## src/rtl/max_reduce_pkg.sv

```systemverilog
// Shared defaults and state encoding for the max_reduce_stream reduction stage.
package max_reduce_pkg;

    localparam int DATA_W_DEFAULT = 32;
    localparam int CNT_W_DEFAULT  = 16;

    typedef enum logic [1:0] {S_IDLE, S_ACCUM, S_HOLD} mr_state_t;

endpackage

```

## src/rtl/max_reduce_stream_umax_pair.sv

```systemverilog
// umax_pair: combinational unsigned pairwise max, same compare/select as the
// downstream max datapath. gt flags a strictly greater b.
module umax_pair #(
    parameter int DATA_W = 32
) (
    input  logic [DATA_W-1:0] a,
    input  logic [DATA_W-1:0] b,
    output logic [DATA_W-1:0] y,
    output logic              gt
);

    assign gt = (b > a);
    assign y  = gt ? b : a;

endmodule

```

## src/rtl/max_reduce_stream.sv

```systemverilog
// max_reduce_stream: per-packet unsigned max and saturating beat count with
// valid/ready framing. Optional argmax output enabled by MAX_REDUCE_ARGMAX_EN.
module max_reduce_stream
    import max_reduce_pkg::*;
#(
    parameter int DATA_W = DATA_W_DEFAULT,
    parameter int CNT_W  = CNT_W_DEFAULT
) (
    input  logic              clk,
    input  logic              rst_n,
    input  logic              in_valid,
    output logic              in_ready,
    input  logic [DATA_W-1:0] in_data,
    input  logic              in_last,
    output logic              out_valid,
    input  logic              out_ready,
    output logic [DATA_W-1:0] out_max,
    output logic [CNT_W-1:0]  out_count,
    output logic              out_sat
`ifdef MAX_REDUCE_ARGMAX_EN
    ,
    output logic [CNT_W-1:0]  out_idx
`endif
);

    function automatic logic [CNT_W-1:0] sat_inc(input logic [CNT_W-1:0] v);
        return (v == {CNT_W{1'b1}}) ? v : v + CNT_W'(1);
    endfunction

    mr_state_t         state;
    logic [DATA_W-1:0] acc;
    logic [CNT_W-1:0]  cnt;
    logic              sat;

    logic              accept;
    logic              first;
    logic [DATA_W-1:0] max_y;
    logic              max_gt;
    logic [DATA_W-1:0] nxt_acc;
    logic [CNT_W-1:0]  nxt_cnt;
    logic              nxt_sat;

    umax_pair #(.DATA_W(DATA_W)) u_umax (
        .a  (acc),
        .b  (in_data),
        .y  (max_y),
        .gt (max_gt)
    );

    // in_ready depends only on registered state
    assign in_ready = (state != S_HOLD);
    assign accept   = in_valid & in_ready;
    assign first    = (state == S_IDLE);

    assign nxt_acc  = first ? in_data : max_y;
    assign nxt_cnt  = first ? CNT_W'(1) : sat_inc(cnt);
    assign nxt_sat  = first ? 1'b0 : (sat | (cnt == {CNT_W{1'b1}}));

    // acc is only rewritten when the new beat starts a packet or beats it
    always_ff @(posedge clk) begin
        if (accept && (first || max_gt))
            acc <= nxt_acc;
    end

`ifdef MAX_REDUCE_ARGMAX_EN
    logic [CNT_W-1:0] idx;
    logic [CNT_W-1:0] nxt_idx;

    // beat index equals the pre-increment count, which freezes at saturation
    assign nxt_idx = first ? '0 : (max_gt ? cnt : idx);

    always_ff @(posedge clk) begin
        if (!rst_n) begin
            idx     <= '0;
            out_idx <= '0;
        end else if (accept) begin
            idx <= nxt_idx;
            if (in_last)
                out_idx <= nxt_idx;
        end
    end
`endif

    always_ff @(posedge clk) begin
        if (!rst_n) begin
            state     <= S_IDLE;
            cnt       <= '0;
            sat       <= 1'b0;
            out_valid <= 1'b0;
            out_max   <= '0;
            out_count <= '0;
            out_sat   <= 1'b0;
        end else begin
            unique case (state)
                S_IDLE, S_ACCUM: begin
                    if (accept) begin
                        cnt <= nxt_cnt;
                        sat <= nxt_sat;
                        if (in_last) begin
                            state     <= S_HOLD;
                            out_valid <= 1'b1;
                            out_max   <= nxt_acc;
                            out_count <= nxt_cnt;
                            out_sat   <= nxt_sat;
                        end else begin
                            state <= S_ACCUM;
                        end
                    end
                end
                S_HOLD: begin
                    if (out_ready) begin
                        state     <= S_IDLE;
                        out_valid <= 1'b0;
                        sat       <= 1'b0;
                    end
                end
                default: begin
                    state     <= S_IDLE;
                    out_valid <= 1'b0;
                end
            endcase
        end
    end

endmodule
```

## config.mk

```make
export PLATFORM = sky130hd
export DESIGN_NAME = max_reduce_stream
export DESIGN_NICKNAME = d
export VERILOG_FILES = /design/src/rtl/max_reduce_pkg.sv /design/src/rtl/max_reduce_stream_umax_pair.sv /design/src/rtl/max_reduce_stream.sv
export SDC_FILE = /design/constraint.sdc
export NUM_CORES = 1
export LEC_CHECK = 0
export CORE_ASPECT_RATIO = 0.6
export CORE_MARGIN = 1.5
export CORE_UTILIZATION = 54
export DETAILED_ROUTE_END_ITERATION = 16
export HOLD_SLACK_MARGIN = 0.05
export PLACE_DENSITY = 0.77
export SYNTH_ARGS = -nofsm -noshare
export SYNTH_HDL_FRONTEND = slang
export SYNTH_SLANG_ARGS = --single-unit
```

## constraint.sdc

```tcl
create_clock -name clk -period 8.75 [get_ports clk]
set_clock_uncertainty 0.2 [all_clocks]
set_input_delay 2.1875 -clock clk [delete_from_list [all_inputs] [get_ports clk]]
set_output_delay 2.1875 -clock clk [all_outputs]
set_load 0.01 [all_outputs]
```

==> metrics, run 1 <==
Max-Cap Viols=0; post-CTS resize count=0; crit-path leading delay family=simple AND/OR/NAND/NOR gates; initial antenna violation count=0; post-synthesis sequential area ratio=42.2%; core area=9910 µm²; pwr dens=168 nW/µm²; area delta synth->final=21.7%; Worst path slowest cell=nand2_1; Post-CTS Setup Bufs=0; static leakage=2.51 nW; # setup viols final=0; Post-Route WL=14,200 µm; CTS Root Cell=clkbuf_16; largest net degree at the start of global routing=56; Yosys Warn Count=0; Reg clk slew, reported paths=70 ps; num rows=28; Critical Setup Path Class=in -> reg; vias in the first global route=4,404; most frequent cells in the layout=clkdlybuf4s50_1 (87), dfxtp_1 (69), o21ai_0 (59); area of the multi-input gates=2890 µm²; Final Max Slew Viols=0; drt via density=6.07; Bufs on Longest Clock Path=2; WP data arrival=6030 ps; WP buf/inv=2; Max FO, Critical Path=54; GRT overflow=0; number of distinct library cells after synthesis=48; mapped cell area=5540 µm²; global-route wire length before repair=22,700 µm; Slew headroom=29.6%; post-route ant nets=0; DRC viols=0; EDFF count, synth=32; reg2reg end=acc[11]$_DFFE_PP_; Fin. Hold Viols=0; Post-DP HPWL=9430 µm; WP data required=8660 ps; largest cells by area after synthesis=dfxtp_1 (25%), edfxtp_1 (17%), ha_1 (7.4%); CTS Sinks=101; global placer's final weighted congestion=0.888; Inserted Clock Buffers=9; first drt pass iteration count=5; Final Core Density=68.0%; FMAX=0.163 GHz; Worst setup EP type=register; Post-Syn Area per Cell=9.27 µm²; RSZ-0062 raised after global routing=false; Critical Path End=acc[11]$_DFFE_PP_; Syn Nets=668; crit path launch=in_data[14]; crit path cell chain=clkdlybuf4s50_1, ha_1, nand4_1, or4_4, nor4_1, nand2_1, a21o_2, buf_4, mux2_4; CTS tree=built; final net count=731; critical path launch point type=input port; Initial Util=55.9%; final period utilization=69.9%; GRT Total Usage=26.7%; status=finished, final reports clean; DR vias=4,866; Synth top area share=24.9%; DIE AREA=10,900 µm²; setup ws final=2630 ps; Antenna Cells=0; min cycle time layout=6120 ps; cells after synthesis=598; r2r setup slk=4490 ps; slowest stage delay, CP=660 ps; register area=2340 µm²; Worst-Skew Late Latency=360 ps; commonest non-fill, non-tap cell in the layout=clkdlybuf4s50_1; H-tree depth=3; Die Height=81.5 µm; worst min path class=reg -> reg; dpl ws=2280 ps; setup TNS=0 ps; Worst path depth=9; Routed wire per std cell=17.7 µm; Port Buffers=87; Overall Power=0.00113 W; Hold-fix buffers, CTS=0; 1st-iter DRT viols=474; worst vdd ir=0.108 mV; RR Startpoint=acc[11]$_DFFE_PP_; Layout fillers=759; cell accounting for the most synthesized area=dfxtp_1; share of cells above drive strength 1=9.61%; cell count of the worst reg-to-reg path=9; Async SR Flop Fraction=0%; #FFs+latches synth=101; worst-margin pin slew=1050 ps; ys flop type=dfxtp_1; top-level I/O count=88; Die Wd=134 µm
## layer usage
layer | up-vias | wire length [µm] | share of wire, % | track usage, %
met5 | - | 0 | 0 | 0
met4 | 0 | 142 | 1.0 | 6.63
met3 | 15 | 1030 | 7.2 | 6.30
met2 | 200 | 5890 | 41 | 39.7
met1 | 2302 | 7140 | 50 | 39.0
li1 | 2349 | - | - | -
## sequential cells by signal, summed over array words and instances (netlist names)
name / cells
out_valid: 1
sat: 1
out_max: 32
state: 2
cnt: 16
out_sat: 1
out_count: 16
acc: 32
## synth_stat cells, drive strengths merged (2+ instances only)
cell type  count
edfxtp        32
o211ai         3
nor2          57
ha            33
nand2b         2
nor4           6
mux2          32
xor2           9
o21a           3
dfxtp         69
nand4         10
buf            8
nand3         14
inv           36
a21oi         32
or3            6
nor3           4
or2            2
xnor2          2
nor2b          2
or4            2
and4           2
and2           3
a21o           2
a31oi          7
a2111oi       33
a211oi        35
nand2         41
o21ai         59
and3           3
clkbuf        35
## per-stage QoR
stage	cells	hold slack [ps]	area (µm²)
floorplan	598	254	5540
global placement	785	242	6460
detailed placement	785	243	6460
CTS	801	259	6750
global route	801	269	6750
finish	801	254	6750
## cell type report
type                    count  share of cell area (%)
clock buffers               9                    3.34
multi-input cells         418                    42.8
clock inverters             7                   0.835
inverters                  36                    2.00
repair buffers             95                    13.8
well taps                 135                    2.50
flip-flops and latches    101                    34.7
## tightest hold or removal path, cell delays in order, from the launching register on
cell,delay (ps)
dfxtp_1,330
nand2_1,40
o21ai_0,50
## cell families after synthesis
kind of cell	Yosys count	share of synthesized area (%)
AOI/OAI and AO/OA	185	21.8
buffers and inverters	79	5.87
and+or+nand+nor	156	13.0
xor gates and xnor gates	11	1.74
adders and majority gates	33	7.45
muxes	33	7.83
DFF	101	42.2
## report_power, final
part / switching, W / internal, W
Clock: 0.000188 / 0.000197
Combinational: 0.000113 / 0.0000977
Sequential: 0.0000207 / 0.000519
## worst min path at each step
stage,from,to,cells past startpoint
floorplan,sat$_SDFFE_PN0P_,sat$_SDFFE_PN0P_,2
global placement,out_count[8]$_SDFFE_PN0P_,out_count[8]$_SDFFE_PN0P_,2
detailed placement,out_count[9]$_SDFFE_PN0P_,out_count[9]$_SDFFE_PN0P_,2
CTS,out_count[15]$_SDFFE_PN0P_,out_count[15]$_SDFFE_PN0P_,2
global route,out_count[15]$_SDFFE_PN0P_,out_count[15]$_SDFFE_PN0P_,2
finish,out_count[9]$_SDFFE_PN0P_,out_count[9]$_SDFFE_PN0P_,2
(Power assumes the default switching activity.)
==> run 2, diff against run 1 <==
- CORE_UTILIZATION: 54 -> 49
- PLACE_DENSITY: 0.77 -> 0.74
- clock period: 8.75 -> 5.3 ns (I/O delays scaled with it)
==> metrics, run 2 (same netlist as run 1, synthesis figures left out) <==
status=finished, final reports clean; post-route ant nets=0; RSZ-0062 raised after global routing=false; Worst setup EP type=register; area delta synth->final=22.3%; Port Buffers=87; first drt pass iteration count=5; Hold-fix buffers, CTS=0; FMAX=0.222 GHz; hold path startpoint=out_count[8]$_SDFFE_PN0P_; worst min path class=reg -> reg; biggest regs=acc (32), out_max (32); worst vdd ir=0.163 mV; initial antenna violation count=0; GRT Total Usage=24.9%; vias in the first global route=4,739; pwr dens=277 nW/µm²; # setup viols final=0; static leakage=2.53 nW; GRT overflow=0; Die Height=85.4 µm; largest net degree at the start of global routing=46; global-route wire length before repair=23,600 µm; final net count=734; DR vias=4,933; num rows=29; Post-Route WL=14,500 µm; Initial Util=51.4%; Final Cell Area=6780 µm²; setup TNS=0 ps; RR Startpoint=acc[31]$_DFFE_PP_; global placer's final weighted congestion=0.917; Routed wire per std cell=17.9 µm; setup ws final=804 ps; top-level I/O count=88; WP data arrival=4390 ps; dpl ws=521 ps; worst-margin pin slew=1210 ps; final period utilization=84.8%; CTS tree=built; Max-Cap Viols=0; core area=10,800 µm²; placed inst area=6500 µm²; Post-DP HPWL=9760 µm; post-CTS resize count=0; WP data required=5200 ps; Worst-Skew Late Latency=350 ps; critical path launch point type=input port; share of cells above drive strength 1=9.87%; Final Max Slew Viols=0; Post-CTS Setup Bufs=0; Bufs on Longest Clock Path=2; Reg clk slew, reported paths=60 ps; 1st-iter DRT viols=512; most frequent cells in the layout=clkdlybuf4s50_1 (87), dfxtp_1 (69), o21ai_0 (59); CTS Root Cell=clkbuf_16; DRC viols=0; Max FO, Critical Path=26; drt via density=6.11; CTS Sinks=101; Fin. Hold Viols=0; DIE AREA=12,000 µm²; crit path launch=in_data[31]; Inserted Clock Buffers=9; H-tree depth=3; Die Wd=140 µm; commonest non-fill, non-tap cell in the layout=clkdlybuf4s50_1; Antenna Cells=0; Slew headroom=18.9%; Critical Setup Path Class=in -> reg; min cycle time layout=4500 ps
==> run 2: changes by cell type in the layout (fill, tap and decap cells not counted), sizes merged <==
| cell | delta |
|---|---|
| buf | +3 |
| clkbuf | +3 |
| inv | -3 |
==> run 2: layout make-up <==
| class | instances | area, µm² |
|---|---|---|
| Clock buffer | 12 | 256 |
| Clock inverter | 4 | 21.3 |
| Fill cell | 878 | 4000 |
| Inverter | 36 | 135 |
| Multi-Input combinational cell | 418 | 2890 |
| Sequential cell | 101 | 2340 |
| Tap cell | 139 | 174 |
| Timing Repair Buffer | 98 | 966 |
==> run 2: stage by stage <==
step                hold slack (ps)  total power [W]  cells  utilization (%)
floorplan                       254          0.00111    598                -
global placement                244          0.00124    792             60.4
detailed placement              249          0.00126    792             60.4
CTS                             256          0.00188    808             62.9
global route                    282          0.00196    808             62.9
finish                          252          0.00188    808             62.9
==> run 2: final timing paths <==
| check | endpoint | slack, ps | cells after the start |
|---|---|---|---|
| min reg2reg | out_count[8]$_SDFFE_PN0P_ | 250 | 2 |
| max | acc[16]$_DFFE_PP_ | 800 | 9 |
| min | out_count[8]$_SDFFE_PN0P_ | 250 | 2 |
| max reg2reg | acc[16]$_DFFE_PP_ | 1880 | 9 |
==> run 2: layer usage <==
metal / vias up / share of wire [%] / global-route usage, % / wire length, µm
li1: 2345 / - / - / -
met1: 2378 / 50 / 36.8 / 7290
met2: 194 / 41 / 36.5 / 5990
met4: 0 / 1.0 / 8.33 / 152
met3: 16 / 7.4 / 4.85 / 1070
met5: - / 0 / 0 / 0
==> run 2: worst max-delay path: stages <==
cell	delay, ps
clkdlybuf4s50_1	490
ha_1	340
nand4_1	170
nor4_1	630
o41ai_2	190
a31oi_2	210
a21o_2	250
buf_4	400
mux2_2	380
==> run 2: power by group <==
| part | total [W] | switching (W) | internal, W |
|---|---|---|---|
| clock network | 0.000632 | 0.000290 | 0.000343 |
| registers | 0.000891 | 0.0000335 | 0.000858 |
| logic | 0.000354 | 0.000189 | 0.000165 |
==> variant 1, RTL diff (config.mk and constraints of run 2) <==
Set the package constant `CNT_W_DEFAULT` to 14 (it was 16).
--- a/src/rtl/max_reduce_pkg.sv
+++ b/src/rtl/max_reduce_pkg.sv
@@ -2,7 +2,7 @@
 package max_reduce_pkg;
 
     localparam int DATA_W_DEFAULT = 32;
-    localparam int CNT_W_DEFAULT  = 16;
+    localparam int CNT_W_DEFAULT  = 14;
 
     typedef enum logic [1:0] {S_IDLE, S_ACCUM, S_HOLD} mr_state_t;
 
Interface: changed (resized out_count); port bits go from 88 to 86. No check against the original RTL was run, so the function may have changed too.
==> variant 1 against run 2 <==
Total power is 2.2% lower; die area is 8.5% lower; routed wire length is 9.7% lower; final area is 7.4% lower; register-to-register slack better by 0.31 ns; sequential share of layout area is 1.5 points higher; non-clock buffer count is 8 lower; worst setup slack better by 0.30 ns; area after synthesis is 8.8% lower; sequential cell count is 4 lower; final cell count is 3.1% lower; combinational power is 5% lower; critical path type unchanged.
==> variant 1: results (changes against run 2) <==
.. list-table::
   :header-rows: 1

   * - Metric
     - Value
   * - Last weighted congestion value of the routability-driven placer
     - 0.8949 (was 0.9168)
   * - Max incr delay on CP
     - 0.61 ns (was 0.63 ns)
   * - Synth top cells by count
     - 70 x nand2_1, 65 x dfxtp_1, 50 x o21ai_0, 36 x inv_1 (was 69 x dfxtp_1, 59 x o21ai_0, 57 x nor2_1, 41 x nand2_1, 36 x inv_1)
   * - Routed wire length
     - 13090 µm (was 14500 µm)
   * - Pre-CTS setup slack
     - 0.7838 ns (was 0.5205 ns)
   * - Initial detailed-routing violation count
     - 401 (was 512)
   * - Global Route Usage Sum
     - 0.2401 (was 0.2492)
   * - Port buffer count
     - 85 (was 87)
   * - Status
     - completed (unchanged)
   * - Maximum number of pins on one net before global-route repair
     - 66 (was 46)
   * - Wire length of the first global-routing pass
     - 20360 µm (was 23640 µm)
   * - Post-Synthesis Net Count
     - 646 (was 668)
   * - Syn Inst Count
     - 576 (was 598)
   * - Largest cells by area after synthesis
     - dfxtp_1 26%, edfxtp_1 19%, ha_1 8.2% (was dfxtp_1 25%, edfxtp_1 17%, ha_1 7.4%)
   * - Crit path arrival time
     - 3.99 ns (was 4.39 ns)
   * - Leak
     - 2.400 nW (was 2.530 nW)
   * - Layout cells sized above 1
     - 0.05401 (was 0.09865)
   * - Nets
     - 713 (was 734)
   * - Worst Path Max Fanout
     - 32 (was 26)
   * - Worst IR Drop VDD
     - 0.1584 mV (was 0.1634 mV)
   * - Drt via density
     - 5.782 (was 6.105)
   * - Cell Area, Placed
     - 0.005981 mm² (was 0.006504 mm²)
   * - Number of unique standard cell types used by synthesis
     - 53 (was 48)
   * - DR vias
     - 4527 (was 4933)
   * - Post-route design area
     - 0.006281 mm² (was 0.006782 mm²)
   * - HPWL Detailed
     - 9062 µm (was 9765 µm)
   * - Transition time at the pin with the least slew margin
     - 1.108 ns (was 1.205 ns)
   * - Via count of the first global-routing pass
     - 4080 (was 4739)
[variant 1: cell type report]
type                       count  area (µm²)
clock buffer                  11       264.0
clock inverter                 5       36.28
fill                         831        3669
inverter                      36       135.1
multi-input combinational    409        2531
sequential                    97        2262
tap                          135       168.9
timing repair buffer          90       883.3
[variant 1: final timing paths]
path | start | end | slack (ns) | depth (start not counted)
hold reg to reg | out_count[12] | out_count[12] | 0.27 | 2
hold / removal | out_count[12] | out_count[12] | 0.27 | 2
setup reg to reg | acc[31] | acc[28] | 2.19 | 9
setup / recovery | in_data[31] | acc[28] | 1.11 | 9
[variant 1: power by group]
group / internal, mW / leakage, nW / switching [mW]
logic: 0.143 / 1.41 / 0.194
clock network: 0.361 / 0.151 / 0.285
registers: 0.830 / 0.839 / 0.0220
[variant 1: logic make-up (layout without fill, tap and decap cells)]
family                     count (synthesis)  in the layout  share of synthesized area
buffers and inverters                     70            142                    0.05392
and+or+nand+nor                          191            191                     0.1917
adders and majority gates                 33             33                    0.08162
DFF                                       97             97                     0.4472
AOI/OAI and AO/OA                        177            177                     0.2110
xor gates and xnor gates                   6              6                    0.01039
muxes                                      2              2                   0.004205
[variant 1: critical path, delay by kind of cell]
kind	cells	cell delay, ns
AND/OR/NAND/NOR	4	1.17
buffers and inverters	2	0.85
AO/OA/AOI/OAI	2	0.31
adder cells (fa/ha/maj)	1	0.33
[variant 1: per-layer routing]
layer | share of wire | up-vias | GRT usage
li1 | - | 2221 | -
met1 | 0.49 | 2106 | 0.3427
met2 | 0.42 | 190 | 0.3564
met3 | 0.089 | 10 | 0.06543
met4 | 0.0096 | 0 | 0.06989
met5 | 0 | - | 0
==> variant 2, RTL diff (settings of run 2) <==
Made on the original files. Register the output `out_count` once more; this adds one clock of latency there. The other outputs are not delayed to match.
--- a/src/rtl/max_reduce_stream.sv
+++ b/src/rtl/max_reduce_stream.sv
@@ -22,6 +22,8 @@
     output logic [CNT_W-1:0]  out_idx
 `endif
 );
+
+    logic [CNT_W-1:0] out_count_s0;
 
     function automatic logic [CNT_W-1:0] sat_inc(input logic [CNT_W-1:0] v);
         return (v == {CNT_W{1'b1}}) ? v : v + CNT_W'(1);
@@ -88,7 +90,7 @@
             sat       <= 1'b0;
             out_valid <= 1'b0;
             out_max   <= '0;
-            out_count <= '0;
+            out_count_s0 <= '0;
             out_sat   <= 1'b0;
         end else begin
             unique case (state)
@@ -100,7 +102,7 @@
                             state     <= S_HOLD;
                             out_valid <= 1'b1;
                             out_max   <= nxt_acc;
-                            out_count <= nxt_cnt;
+                            out_count_s0 <= nxt_cnt;
                             out_sat   <= nxt_sat;
                         end else begin
                             state <= S_ACCUM;
@@ -122,4 +124,8 @@
         end
     end
 
+    always_ff @(posedge clk) begin
+        out_count <= out_count_s0;
+    end
+
 endmodule
Function: changed (a bounded check fails within 4 cycles, from zero or initial values and one cycle with rst_n low).
==> variant 2 against run 2 <==
Worst hold slack worse by 0.10 ns; total power is 38% higher; routed wire length rose by 2.1%; area after synthesis grew 4.5%; final area grew 8.5%; sequential share of layout area is 1.6 points higher; sequential cell count grew 16; worst setup slack improved by 0.14 ns; via count is 0.67% lower; critical path depth fell by 2; largest cell class unchanged; global-route usage grew 0.38 points; count of clock-buffer cells in the layout is 9 higher; critical path type unchanged.
==> variant 2: results (changes against run 2) <==
.. list-table::
   :header-rows: 1

   * - Metric
     - Value
   * - Clock latency of the later-clocked register in the worst-skew pair
     - 0.42 ns (was 0.35 ns)
   * - Number of H-tree branching levels
     - 4 (was 3)
   * - Worst IR Drop VDD
     - 0.2322 mV (was 0.1634 mV)
   * - Switching power of the nets
     - 0.6731 mW (was 0.5119 mW)
   * - Via count of the first global-routing pass
     - 4805 (was 4739)
   * - Maximum number of pins on one net before global-route repair
     - 66 (was 46)
   * - Crit path arrival time
     - 4.18 ns (was 4.39 ns)
   * - Post-synthesis sequential area ratio
     - 0.4594 (was 0.4225)
   * - Number of non-filler instances in the completed layout
     - 867 (was 808)
   * - Power in the clock group
     - 1.21 mW (was 0.632 mW)
   * - Met1 Usage GRT
     - 0.3510 (was 0.3677)
   * - Pre-CTS setup slack
     - 0.5099 ns (was 0.5205 ns)
   * - Critical register-to-register path endpoint
     - acc[6] (was acc[16])
   * - Initial detailed-routing violation count
     - 403 (was 512)
   * - Cell depth of the worst min-delay path
     - 0 (was 2)
   * - Number of unique standard cell types used by synthesis
     - 57 (was 48)
   * - Syn Inst Count
     - 617 (was 598)
   * - Wire length of the first global-routing pass
     - 24200 µm (was 23640 µm)
   * - End of the worst hold path
     - out_count[9] (was out_count[8])
   * - Instance count after placement with tap cells included
     - 835 (was 792)
   * - Startpoint of the worst register-to-register path
     - acc[11] (was acc[31])
   * - Cell Area, Placed
     - 0.006724 mm² (was 0.006504 mm²)
   * - M3 GR Usage
     - 0.06377 (was 0.04853)
   * - Register share of total power
     - 0.394 (was 0.475)
   * - Hold path startpoint
     - out_count_s0[9] (was out_count[8])
   * - DR vias
     - 4900 (was 4933)
   * - Net switching fraction of the power
     - 0.2599 (was 0.2727)
   * - Synth top cells by count
     - 85 x dfxtp_1, 73 x nand2_1, 59 x o21ai_0, 36 x a31oi_1, 34 x inv_1 (was 69 x dfxtp_1, 59 x o21ai_0, 57 x nor2_1, 41 x nand2_1, 36 x inv_1)
   * - Last weighted congestion value of the routability-driven placer
     - 0.8949 (was 0.9168)
   * - Reg2reg path depth
     - 7 (was 9)
   * - HPWL Detailed
     - 9895 µm (was 9765 µm)
   * - Met2 Resource Use GR
     - 0.3885 (was 0.3645)
   * - Leak
     - 2.862 nW (was 2.530 nW)
   * - Post-Synthesis Net Count
     - 687 (was 668)
   * - Worst-case register-to-register setup slack
     - 1.90 ns (was 1.88 ns)
   * - Global Route Usage Sum
     - 0.2530 (was 0.2492)
   * - Largest cells by area after synthesis
     - dfxtp_1 29%, edfxtp_1 17%, ha_1 7.1% (was dfxtp_1 25%, edfxtp_1 17%, ha_1 7.4%)
   * - Worst Path Max Fanout
     - 32 (was 26)
   * - First element of the critical path
     - in_data[10] (was in_data[31])
   * - Status
     - completed (unchanged)
   * - Tightest hold margin
     - 0.1485 ns (was 0.2523 ns)
   * - Average wire per cell in the routed design
     - 17.08 µm (was 17.95 µm)
   * - Nets
     - 764 (was 734)
==> variant 2: changes by cell type in the layout (fill, tap and decap cells not counted), moves of 13 or more <==
cell	delta
a2111oi_0	-33
a211oi_1	-33
a31oi_1	+30
dfxtp_1	+16
mux2_2	-15
mux2_4	-17
nand2_1	+32
nand3_2	+29
nor2_1	-32
o21ai_1	+17
o21ai_2	+13
==> variant 2: final cells by class <==
| cell class | instances | area [µm²] |
|---|---|---|
| multi-input cells | 430 | 2815 |
| clock buffers | 21 | 503.0 |
| fillers | 940 | 4051 |
| well taps | 160 | 200.2 |
| repair buffers | 94 | 918.4 |
| flip-flops and latches | 117 | 2663 |
| inverters | 34 | 127.6 |
| clock inverters | 11 | 132.6 |
==> variant 2: how the worst max path moves through the flow <==
stage | endpoint | slack (ns) | cells past startpoint
final | acc[6] | 0.95 | 7
after global routing | out_max[29] | 0.81 | 9
after CTS | acc[29] | 0.93 | 7
after detailed placement | acc[23] | 0.51 | 7
after global placement | acc[22] | 0.62 | 7
after floorplan | acc[0] | 0.22 | 7
==> variant 2: cells by family after synthesis <==
family                   Yosys count  synth area share
flip-flops                       117            0.4594
adder cells (fa/ha/maj)           33           0.07124
AND/OR/NAND/NOR                  191            0.1818
buffers and inverters             70           0.05937
XOR/XNOR                          11           0.01662
AO/OA/AOI/OAI                    194            0.2098
multiplexers                       1          0.001727
==> variant 2: routing by layer <==
metal	routed length [µm]	up-vias	part of all wire
met5	0	-	0
met4	227	0	0.015
met2	6432	183	0.43
met3	1043	22	0.070
li1	-	2394	-
met1	7106	2301	0.48
==> variant 2: worst max-delay path: stages <==
cell	delay, ns
clkdlybuf4s50_1	0.47
ha_1	0.34
nand4_1	0.16
or4_4	0.59
a21oi_1	0.27
o31ai_4	0.12
a21oi_4	0.87
